File: src/rtl/da_pkg.sv
`default_nettype none
// ============================================================================
//  Module   : da_pkg
//  Purpose  : Shared types and helpers for the DA bit-plane generator.
//  Revision : 1.0 - initial release
// ============================================================================
package da_pkg;

    // Widest activation element the plane helper can slice.
    localparam int PLANE_MAX_W = 64;

    typedef enum logic [0:0] {
        IDLE   = 1'b0,
        STREAM = 1'b1
    } state_e;

    // Bit t of value; on the MSB plane the bit is inverted so that the
    // two's-complement sign bit becomes an offset-binary digit.
    function automatic logic plane_bit(
        input logic [PLANE_MAX_W-1:0] value,
        input logic [7:0]             t,
        input logic [7:0]             msb_idx
    );
        logic [PLANE_MAX_W-1:0] shifted;
        shifted = value >> t;
        return shifted[0] ^ (t == msb_idx);
    endfunction

endpackage
`default_nettype wire

File: src/rtl/da_vec_buf.sv
`default_nettype none
// ============================================================================
//  Module   : da_vec_buf
//  Purpose  : Active/shadow vector register pair with shadow-full flag.
//             Exposes the next-cycle active contents so the top can compute
//             registered plane outputs in the same cycle the vector lands.
//  Revision : 1.0 - initial release
// ============================================================================
module da_vec_buf
    import da_pkg::*;
#(
    parameter int DATA_WIDTH_A = 16,
    parameter int DATA_WIDTH_B = 16,
    parameter int K            = 9
) (
    input  logic                           clk,
    input  logic                           rst,
    input  logic                           load_act_i,
    input  logic                           load_shd_i,
    input  logic                           promote_i,
    input  logic signed [DATA_WIDTH_A-1:0] a_i [K],
    input  logic signed [DATA_WIDTH_B-1:0] b_i [K],
    output logic signed [DATA_WIDTH_A-1:0] act_a_d_o [K],
    output logic signed [DATA_WIDTH_B-1:0] act_b_d_o [K],
    output logic                           shd_full_q_o,
    output logic                           shd_full_d_o
);

    logic signed [DATA_WIDTH_A-1:0] act_a_q [K];
    logic signed [DATA_WIDTH_B-1:0] act_b_q [K];
    logic signed [DATA_WIDTH_A-1:0] shd_a_q [K];
    logic signed [DATA_WIDTH_B-1:0] shd_b_q [K];
    logic                           shd_full_q;
    logic                           shd_full_d;

    // Next active contents: a direct load wins over promotion (never both).
    always_comb begin
        for (int i = 0; i < K; i++) begin
            act_a_d_o[i] = act_a_q[i];
            act_b_d_o[i] = act_b_q[i];
            if (load_act_i) begin
                act_a_d_o[i] = a_i[i];
                act_b_d_o[i] = b_i[i];
            end else if (promote_i) begin
                act_a_d_o[i] = shd_a_q[i];
                act_b_d_o[i] = shd_b_q[i];
            end
        end
    end

    // Shadow occupancy: promotion empties it, a shadow load fills it.
    always_comb begin
        shd_full_d = shd_full_q;
        if (promote_i) begin
            shd_full_d = 1'b0;
        end
        if (load_shd_i) begin
            shd_full_d = 1'b1;
        end
    end

    // Register the active/shadow pair; reset discards both vectors.
    always_ff @(posedge clk) begin
        if (rst) begin
            shd_full_q <= 1'b0;
            for (int i = 0; i < K; i++) begin
                act_a_q[i] <= '0;
                act_b_q[i] <= '0;
                shd_a_q[i] <= '0;
                shd_b_q[i] <= '0;
            end
        end else begin
            shd_full_q <= shd_full_d;
            for (int i = 0; i < K; i++) begin
                act_a_q[i] <= act_a_d_o[i];
                act_b_q[i] <= act_b_d_o[i];
                if (load_shd_i) begin
                    shd_a_q[i] <= a_i[i];
                    shd_b_q[i] <= b_i[i];
                end
            end
        end
    end

    assign shd_full_q_o = shd_full_q;
    assign shd_full_d_o = shd_full_d;

endmodule
`default_nettype wire

File: src/rtl/da_bitplane_gen.sv
`default_nettype none
// ============================================================================
//  Module   : da_bitplane_gen
//  Purpose  : Streams an activation vector as offset-binary bit planes (LSB
//             first) for a distributed-arithmetic LUT stage, holding the
//             weights steady, with a shadow slot for bubble-free streaming.
//  Revision : 1.0 - initial release
// ============================================================================
module da_bitplane_gen
    import da_pkg::*;
#(
    parameter int DATA_WIDTH_A = 16,
    parameter int DATA_WIDTH_B = 16,
    parameter int K            = 9
) (
    input  logic                           clk,
    input  logic                           rst,
    input  logic                           in_valid,
    output logic                           in_ready,
    input  logic signed [DATA_WIDTH_A-1:0] A_in [K],
    input  logic signed [DATA_WIDTH_B-1:0] B_in [K],
    output logic                           gen_done,
    output logic                           A0,
    output logic [K-2:0]                   addr_array,
    output logic signed [DATA_WIDTH_B-1:0] B_temp [K],
    output logic [7:0]                     t,
    output logic                           last,
    output logic                           busy
);

    localparam logic [7:0] c_T_LAST = 8'(DATA_WIDTH_A - 1);

    state_e                         state_q;
    state_e                         state_d;
    logic [7:0]                     t_q;
    logic [7:0]                     t_d;

    logic                           w_accept;
    logic                           w_load_act;
    logic                           w_load_shd;
    logic                           w_promote;
    logic                           w_shd_full_q;
    logic                           w_shd_full_d;
    logic signed [DATA_WIDTH_A-1:0] w_act_a_d [K];
    logic signed [DATA_WIDTH_B-1:0] w_act_b_d [K];
    logic [PLANE_MAX_W-1:0]         w_ext;
    logic [K-1:0]                   w_plane;
    logic [K-2:0]                   w_addr;
    logic                           w_stream_d;

    logic                           in_ready_q;
    logic                           gen_done_q;
    logic                           a0_q;
    logic [K-2:0]                   addr_q;
    logic                           last_q;
    logic                           busy_q;
    logic signed [DATA_WIDTH_B-1:0] b_temp_q [K];

    assign w_accept   = in_valid & in_ready_q;
    assign w_stream_d = (state_d == STREAM);

    da_vec_buf #(
        .DATA_WIDTH_A (DATA_WIDTH_A),
        .DATA_WIDTH_B (DATA_WIDTH_B),
        .K            (K)
    ) u_buf (
        .clk          (clk),
        .rst          (rst),
        .load_act_i   (w_load_act),
        .load_shd_i   (w_load_shd),
        .promote_i    (w_promote),
        .a_i          (A_in),
        .b_i          (B_in),
        .act_a_d_o    (w_act_a_d),
        .act_b_d_o    (w_act_b_d),
        .shd_full_q_o (w_shd_full_q),
        .shd_full_d_o (w_shd_full_d)
    );

    // State and plane-index registers.
    always_ff @(posedge clk) begin
        if (rst) begin
            state_q <= IDLE;
            t_q     <= '0;
        end else begin
            state_q <= state_d;
            t_q     <= t_d;
        end
    end

    // Next state, next plane index and buffer controls.
    always_comb begin
        state_d    = state_q;
        t_d        = t_q;
        w_load_act = 1'b0;
        w_load_shd = 1'b0;
        w_promote  = 1'b0;
        case (state_q)
            IDLE: begin
                if (w_accept) begin
                    w_load_act = 1'b1;
                    state_d    = STREAM;
                    t_d        = '0;
                end
            end
            STREAM: begin
                if (t_q == c_T_LAST) begin
                    t_d = '0;
                    if (w_shd_full_q) begin
                        // in_ready is low here, so nothing can be accepted.
                        w_promote = 1'b1;
                    end else if (w_accept) begin
                        // Shadow empty: the new vector goes straight to active.
                        w_load_act = 1'b1;
                    end else begin
                        state_d = IDLE;
                    end
                end else begin
                    t_d = t_q + 8'd1;
                    if (w_accept) begin
                        w_load_shd = 1'b1;
                    end
                end
            end
            default: begin
                state_d = IDLE;
                t_d     = '0;
            end
        endcase
    end

    // Plane bits of the next-cycle active vector at the next plane index.
    always_comb begin
        w_ext   = '0;
        w_plane = '0;
        w_addr  = '0;
        for (int i = 0; i < K; i++) begin
            w_ext                   = '0;
            w_ext[DATA_WIDTH_A-1:0] = w_act_a_d[i];
            w_plane[i]              = plane_bit(w_ext, t_d, c_T_LAST);
        end
        for (int j = 0; j < K - 1; j++) begin
            w_addr[j] = ~(w_plane[j+1] ^ w_plane[0]);
        end
    end

    // Registered outputs; plane outputs are forced to zero outside STREAM.
    always_ff @(posedge clk) begin
        if (rst) begin
            in_ready_q <= 1'b1;
            gen_done_q <= 1'b0;
            a0_q       <= 1'b0;
            addr_q     <= '0;
            last_q     <= 1'b0;
            busy_q     <= 1'b0;
            for (int i = 0; i < K; i++) begin
                b_temp_q[i] <= '0;
            end
        end else begin
            in_ready_q <= ~w_shd_full_d;
            gen_done_q <= w_stream_d;
            a0_q       <= w_stream_d ? w_plane[0] : 1'b0;
            addr_q     <= w_stream_d ? w_addr : '0;
            last_q     <= w_stream_d && (t_d == c_T_LAST);
            busy_q     <= w_stream_d | w_shd_full_d;
            if (w_stream_d) begin
                for (int i = 0; i < K; i++) begin
                    b_temp_q[i] <= w_act_b_d[i];
                end
            end
        end
    end

    assign in_ready   = in_ready_q;
    assign gen_done   = gen_done_q;
    assign A0         = a0_q;
    assign addr_array = addr_q;
    assign t          = t_q;
    assign last       = last_q;
    assign busy       = busy_q;
    assign B_temp     = b_temp_q;

endmodule
`default_nettype wire
File: config.mk
export PLATFORM = sky130hd
export DESIGN_NAME = da_bitplane_gen
export DESIGN_NICKNAME = d
export VERILOG_FILES = /design/src/rtl/da_pkg.sv /design/src/rtl/da_vec_buf.sv /design/src/rtl/da_bitplane_gen.sv
export SDC_FILE = /design/constraint.sdc
export NUM_CORES = 1
export LEC_CHECK = 0
export CORE_MARGIN = 4
export CORE_UTILIZATION = 59
export CTS_CLUSTER_SIZE = 12
export DETAILED_ROUTE_END_ITERATION = 16
export GPL_ROUTABILITY_DRIVEN = 0
export PLACE_DENSITY = 0.86
export SLEW_MARGIN = 10
export SYNTH_ARGS = -nofsm -noshare
export SYNTH_HDL_FRONTEND = slang
export SYNTH_SLANG_ARGS = --single-unit
File: constraint.sdc
create_clock -name clk -period 82.4 [get_ports clk]
set_clock_uncertainty 0.15 [all_clocks]
set_input_delay 16.48 -clock clk [delete_from_list [all_inputs] [get_ports clk]]
set_output_delay 16.48 -clock clk [all_outputs]
set_load 0.03 [all_outputs]
==> run_results.csv, run 1 <==
group,metric,value,unit
synthesis,synth-main-ff-cell,"dfxtp_1",
finish,final_cell_mix,"dfxtp_1, clkdlybuf4s50_1, nor2_1",
synthesis,syn-instance-count,2994,
setup_path,cp.arrival,21.42,ns
power_and_ir_drop,power.total,0.901,mW
global_routing,grt_pass1_vias,25083,
sta,worst_pin_slew,1.31,ns
placement,hpwl,57700,um
sta,max_slew_margin,0.128,
setup_path,cp_common_cell,"buf_4",
sta,fmax,46.9,MHz
synthesis,synth_top_area_share,0.292,
setup_path,crit_chain,"buf_8 -> clkinv_1 -> o21ai_4 -> buf_4 -> buf_4 -> buf_4",
clock_network,h-tree-depth,3,
setup_path,crit_path_max_fanout,108,
synthesis,synth_seq_area_share,0.569,
finish,drive_gt1_frac,0.0471,
route,vias,25739,
setup_path,crit_path_end_kind,"register",
power_and_ir_drop,power.density,23.6,nW/um2
synthesis,synth_cell_type_count,71,
synthesis,avgSynthCellArea,10.4,um2
route,final_antenna_net_count,0,
sta,finalSetupViolCount,0,
floorplanning,rows,83,
synthesis,yosysTopAreaCell,"dfxtp_1",
finish,fillCellCount,3422,
route,wirelength,92800,um
synthesis,synth_area_leaders,"dfxtp_1, edfxtp_1, a211oi_1, mux2i_1, and2_1",
sta,period_share,0.259,
global_routing,antenna_found_initial,23,
clock_network,clockBufferDepth,3,
synthesis,synth_nets,3286,
power_and_ir_drop,ir_drop,0.0000198,V
finish,nets,3589,
setup_path,critPathRequiredTime,82.48,ns
global_routing,gr-total-overflow,0,
power_and_ir_drop,p_leak,14.8,nW
synthesis,synth_edf_count,288,
clock_network,postCtsSetupBuffers,0,
setup_path,crit_path_start_kind,"input port",
clock_network,hold_buffers,0,
setup_path,slowest_delay,1.02,ns
sta,post-route-min-period,21.34,ns
global_routing,grtUsageTotal,0.313,
synthesis,synth_area,31200,um2
floorplanning,die_w,238,um
clock_network,cts.clk_slew.worst_paths,0.06,ns
route,dr.pass1.iters,6,
run,maxCapViolCount,0,
route,wire_per_inst,22.9,um
clock_network,clock_latency,0.62,ns
floorplanning,die_y,238,um
run_status,status,"completed",
clock_network,cts_root_buf,"clkbuf_16",
floorplanning,coreArea,51800,um2
global_routing,grt_max_degree,251,
clock_network,cts_tree,"done",
sta,fin_tns_setup,0,ns
route,viasPerCell,6.36,
synthesis,async_flop_share,0,
clock_network,cts_resized,0,
finish,area_growth,22.5,%
placement,portBuffers,455,
synthesis,synth-seq-cells,742,
worst_hold_path,hold_path_class,"register to register",
setup_path,critPathKind,"input port to register",
clock_network,cts_made_buffers,76,
setup_path,path_delay_family,"buffers and inverters",
floorplanning,io_pins,456,
setup_path,critPathSlowestCell,"buf_4",
placement,placed_cell_area,35800,um2
floorplanning,start_util,0.601,
route,drc,0,
clock_network,cts.sinks,742,
setup_path,cp_num_buf_inv,5,
finish,design_area,38200,um2
floorplanning,dieArea,56600,um2
synthesis,yosys_warnings,0,
sta,hold_viol,0,
route,dr.first_iter.drc_count,2964,
sta,grt_setup_unrepaired,"false",
global_routing,grt_pass1_wl,141000,um
sta,finalMaxSlewViolations,0,
-- sequential cells by signal (all words and copies together), names as in the netlist --
register / flops
addr_array: 8
gen_done: 1
u_buf.shd_b_q: 144
in_ready: 1
t: 8
last: 1
u_buf.shd_full_q_o: 1
u_buf.act_a_q: 144
A0: 1
u_buf.act_b_q: 144
busy: 1
u_buf.shd_a_q: 144
B_temp: 144
-- per-layer routing --
| metal | vias up | global-route usage | share of wire |
|---|---|---|---|
| met3 | 314 | 0.104 | 0.11 |
| met5 | - | 0 | 0.0015 |
| li1 | 11624 | - | - |
| met4 | 20 | 0.129 | 0.045 |
| met1 | 12339 | 0.388 | 0.37 |
| met2 | 1442 | 0.505 | 0.47 |
-- cell type report --
type,instances,area (um2),area share
multi-input cells,1982,12400,0.324
clock inverters,14,118,0.00308
inverters,8,30.0,0.000786
diodes,12,30.0,0.000786
flip-flops and latches,742,17700,0.465
well taps,680,851,0.0223
repair buffers,487,4850,0.127
clock buffers,121,2220,0.0580
-- stage by stage --
stage / hold slack [ns] / instances / util / setup WS, ns
floorplan: 0.310 / 2994 / - / 43.78
global placement: 0.320 / 3899 / 0.691 / 60.62
detailed placement: 0.324 / 3899 / 0.691 / 60.60
CTS: 0.338 / 4034 / 0.736 / 61.23
global route: 0.365 / 4042 / 0.737 / 60.83
finish: 0.336 / 4046 / 0.737 / 61.06
-- kinds of logic (layout without fill, tap and decap cells) --
| group | after synthesis | in the layout | share of synthesized area |
|---|---|---|---|
| AND/OR/NAND/NOR | 961 | 961 | 0.149 |
| multiplexers | 204 | 204 | 0.0659 |
| XOR/XNOR | 11 | 11 | 0.00309 |
| adder cells (fa/ha/maj) | 1 | 1 | 0.000401 |
| flip-flops | 742 | 742 | 0.569 |
| buffers and inverters | 270 | 630 | 0.0357 |
| AO/OA/AOI/OAI | 805 | 805 | 0.176 |
| other | 0 | 12 | 0 |
-- report_power, final --
part / leakage, nW / internal [mW] / switching [mW]
combinational: 6.89 / 0.0576 / 0.0889
sequential: 6.78 / 0.413 / 0.0143
clock: 1.13 / 0.188 / 0.139
-- final timing paths --
kind / slack (ns) / start / depth (start not counted) / to
worst max-delay path: 61.06 / rst / 6 / u_buf.shd_b_q[0][85]
worst min-delay path: 0.34 / B_temp[142] / 2 / B_temp[142]
worst max register to register: 76.24 / gen_done / 11 / addr_array[4]
worst min register to register: 0.34 / B_temp[142] / 2 / B_temp[142]
-- tightest hold or removal path, cell delays in order (launching register included) --
cell and delay, ns:
dfxtp_1 0.32, a21oi_1 0.06, nor2_1 0.07
-- synthesized netlist by cell type, drive strengths merged, types with 50 or more instances --
master / n
a21oi: 202
clkbuf: 194
a211oi: 322
nand2: 85
dfxtp: 454
and2: 292
o21ai: 50
edfxtp: 288
nor3: 70
buf: 68
o22ai: 84
nor2: 440
mux2i: 196
Note: power is estimated with default switching activity, not from simulation.
==> run 2, diff against run 1 <==
Settings changed: CORE_UTILIZATION 59 to 55, PLACE_DENSITY 0.86 to 0.81.
Clock period 82.4 ns to 21.7 ns, I/O delays scaled along.
==> run 2 against run 1 <==
Hold slack improved by 0.0055 ns. Cell count rose by 2.0%. Die area up 7.0%. First-iteration DRC count fell by 22%. Power grew to 3.9 times the previous value. Via count fell by 1.1%. Sequential share of layout area shrank 0.33 points. Global-route usage shrank 1.9 points. Utilization decreased by 4.6 points. Register-to-register slack got worse by 61 ns. Combinational power rose to 3.8 times the previous value. Clock power rose to 4.0 times the previous value. Largest cell class unchanged.
==> run_results.csv, run 2 (synthesis gave the netlist of run 1 again) <==
group,metric,value,unit
sta,finalMaxSlewViolations,0,
finish,multi_input_area,12400,um2
route,wire_per_inst,22.4,um
run,maxCapViolCount,0,
worst_hold_path,hold_depth,2,
setup_path,critPathRequiredTime,22.09,ns
power_and_ir_drop,p_leak,14.9,nW
setup_path,crit_path_max_fanout,109,
floorplanning,die_y,246,um
route,vias,25454,
clock_network,cts.clk_slew.worst_paths,0.06,ns
floorplanning,io_pins,456,
sta,period_share,0.450,
global_routing,grt_use_met2,0.481,
route,dr.pass1.iters,7,
clock_network,cts_resized,0,
placement,portBuffers,455,
power_and_ir_drop,power.density,90.7,nW/um2
finish,final_cell_mix,"dfxtp_1, clkdlybuf4s50_1, nor2_1",
clock_network,cts_made_buffers,78,
finish,area_growth,23.4,%
setup_path,r2r_setup_slack,15.06,ns
worst_hold_path,hold_path_class,"register to register",
global_routing,grt_busiest_layer,"met2",
global_routing,grt_pass1_vias,25291,
global_routing,grtUsageTotal,0.294,
route,viasPerCell,6.17,
setup_path,r2r-end,"B_temp[105]",
sta,grt_setup_unrepaired,"false",
global_routing,grt_max_degree,204,
clock_network,postCtsSetupBuffers,0,
sta,hold_viol,0,
worst_hold_path,holdPathEnd,"B_temp[54]",
route,dr.first_iter.drc_count,2301,
global_routing,grt_pass1_wl,141000,um
clock_network,h-tree-depth,3,
sta,worst_pin_slew,1.41,ns
clock_network,clock_latency,0.62,ns
setup_path,reg2reg_from,"t[0]",
placement,hpwl,58600,um
floorplanning,dieArea,60500,um2
global_routing,grt_util_met3,0.0959,
global_routing,gr-total-overflow,0,
global_routing,grt.met1_usage,0.359,
sta,post-route-min-period,9.75,ns
setup_path,crit_path_start_kind,"input port",
floorplanning,start_util,0.560,
finish,drive_gt1_frac,0.0523,
floorplanning,die_w,246,um
setup_path,startpoint,"in_valid",
setup_path,cp.arrival,10.14,ns
clock_network,cts_tree,"done",
clock_network,cts_root_buf,"clkbuf_16",
clock_network,cts.sinks,742,
finish,fillCellCount,4074,
clock_network,clockBufferDepth,3,
sta,fmax,103,MHz
clock_network,hold_buffers,0,
floorplanning,coreArea,55600,um2
finish,seqCellArea,17700,um2
run_status,status,"completed",
finish,nets,3596,
floorplanning,rows,86,
setup_path,rr_worst_depth,11,
sta,holdWs,0.342,ns
route,wirelength,92400,um
setup_path,crit_path_end_kind,"register",
route,final_antenna_net_count,0,
power_and_ir_drop,ir_drop,0.0000649,V
sta,finalSetupViolCount,0,
setup_path,critPathKind,"input port to register",
sta,fin_tns_setup,0,ns
route,drc,0,
worst_hold_path,hold_start,"B_temp[54]",
global_routing,antenna_found_initial,20,
sta,max_slew_margin,0.0555,
-- run 2: cell types whose count changed in the layout (fill, tap and decap cells not counted), sizes merged --
cell and change:
bufinv +2, buf +5, inv -1, clkbuf +7
-- run 2: critical path, cell delays in order --
cell and delay (ns):
clkdlybuf4s50_1 0.56, a21oi_1 0.09, a311o_1 0.62, nand2_4 0.92, buf_4 0.96, buf_4 0.76, buf_4 0.89, nor2_1 0.14
a211oi_1 0.29, a21oi_1 0.09, nor2_1 0.15
-- run 2: worst max path at each step --
stage | endpoint | cells after the start
6_report | B_temp[105] | 11
5_1_grt | B_temp[100] | 11
2_1_floorplan | u_buf.shd_a_q[0][0] | 3
3_3_place_gp | B_temp[130] | 11
3_5_place_dp | B_temp[105] | 11
4_1_cts | B_temp[105] | 11
-- run 2: cell type report --
class / instances / share of cell area
sequential: 742 / 0.461
timing repair buffer: 492 / 0.126
clock buffer: 128 / 0.0605
antenna: 12 / 0.000781
multi-input combinational: 1982 / 0.321
inverter: 8 / 0.000781
clock inverter: 15 / 0.00465
tap: 748 / 0.0243
-- run 2: stage by stage --
step           total power [mW]  area [um2]  setup WS [ns]  utilization  instances
2_1_floorplan              1.99       31200           3.02            -       2994
3_3_place_gp               2.17       35900          11.88        0.646       3972
3_5_place_dp               2.19       35900          11.66        0.646       3972
4_1_cts                    3.50       38400          12.21        0.691       4115
5_1_grt                    3.61       38400          11.69        0.691       4123
6_report                   3.49       38500          11.95        0.691       4127
-- run 2: power by group --
part,leakage [nW],internal (mW),switching [mW]
sequential,6.78,1.57,0.0511
combinational,6.91,0.219,0.339
clock,1.22,0.768,0.540
total,14.9,2.56,0.930
-- run 2: layer usage --
metal,share of wire,vias to the layer above
li1,-,11647
met3,0.11,279
met5,0.0014,-
met4,0.043,18
met2,0.48,1218
met1,0.37,12292
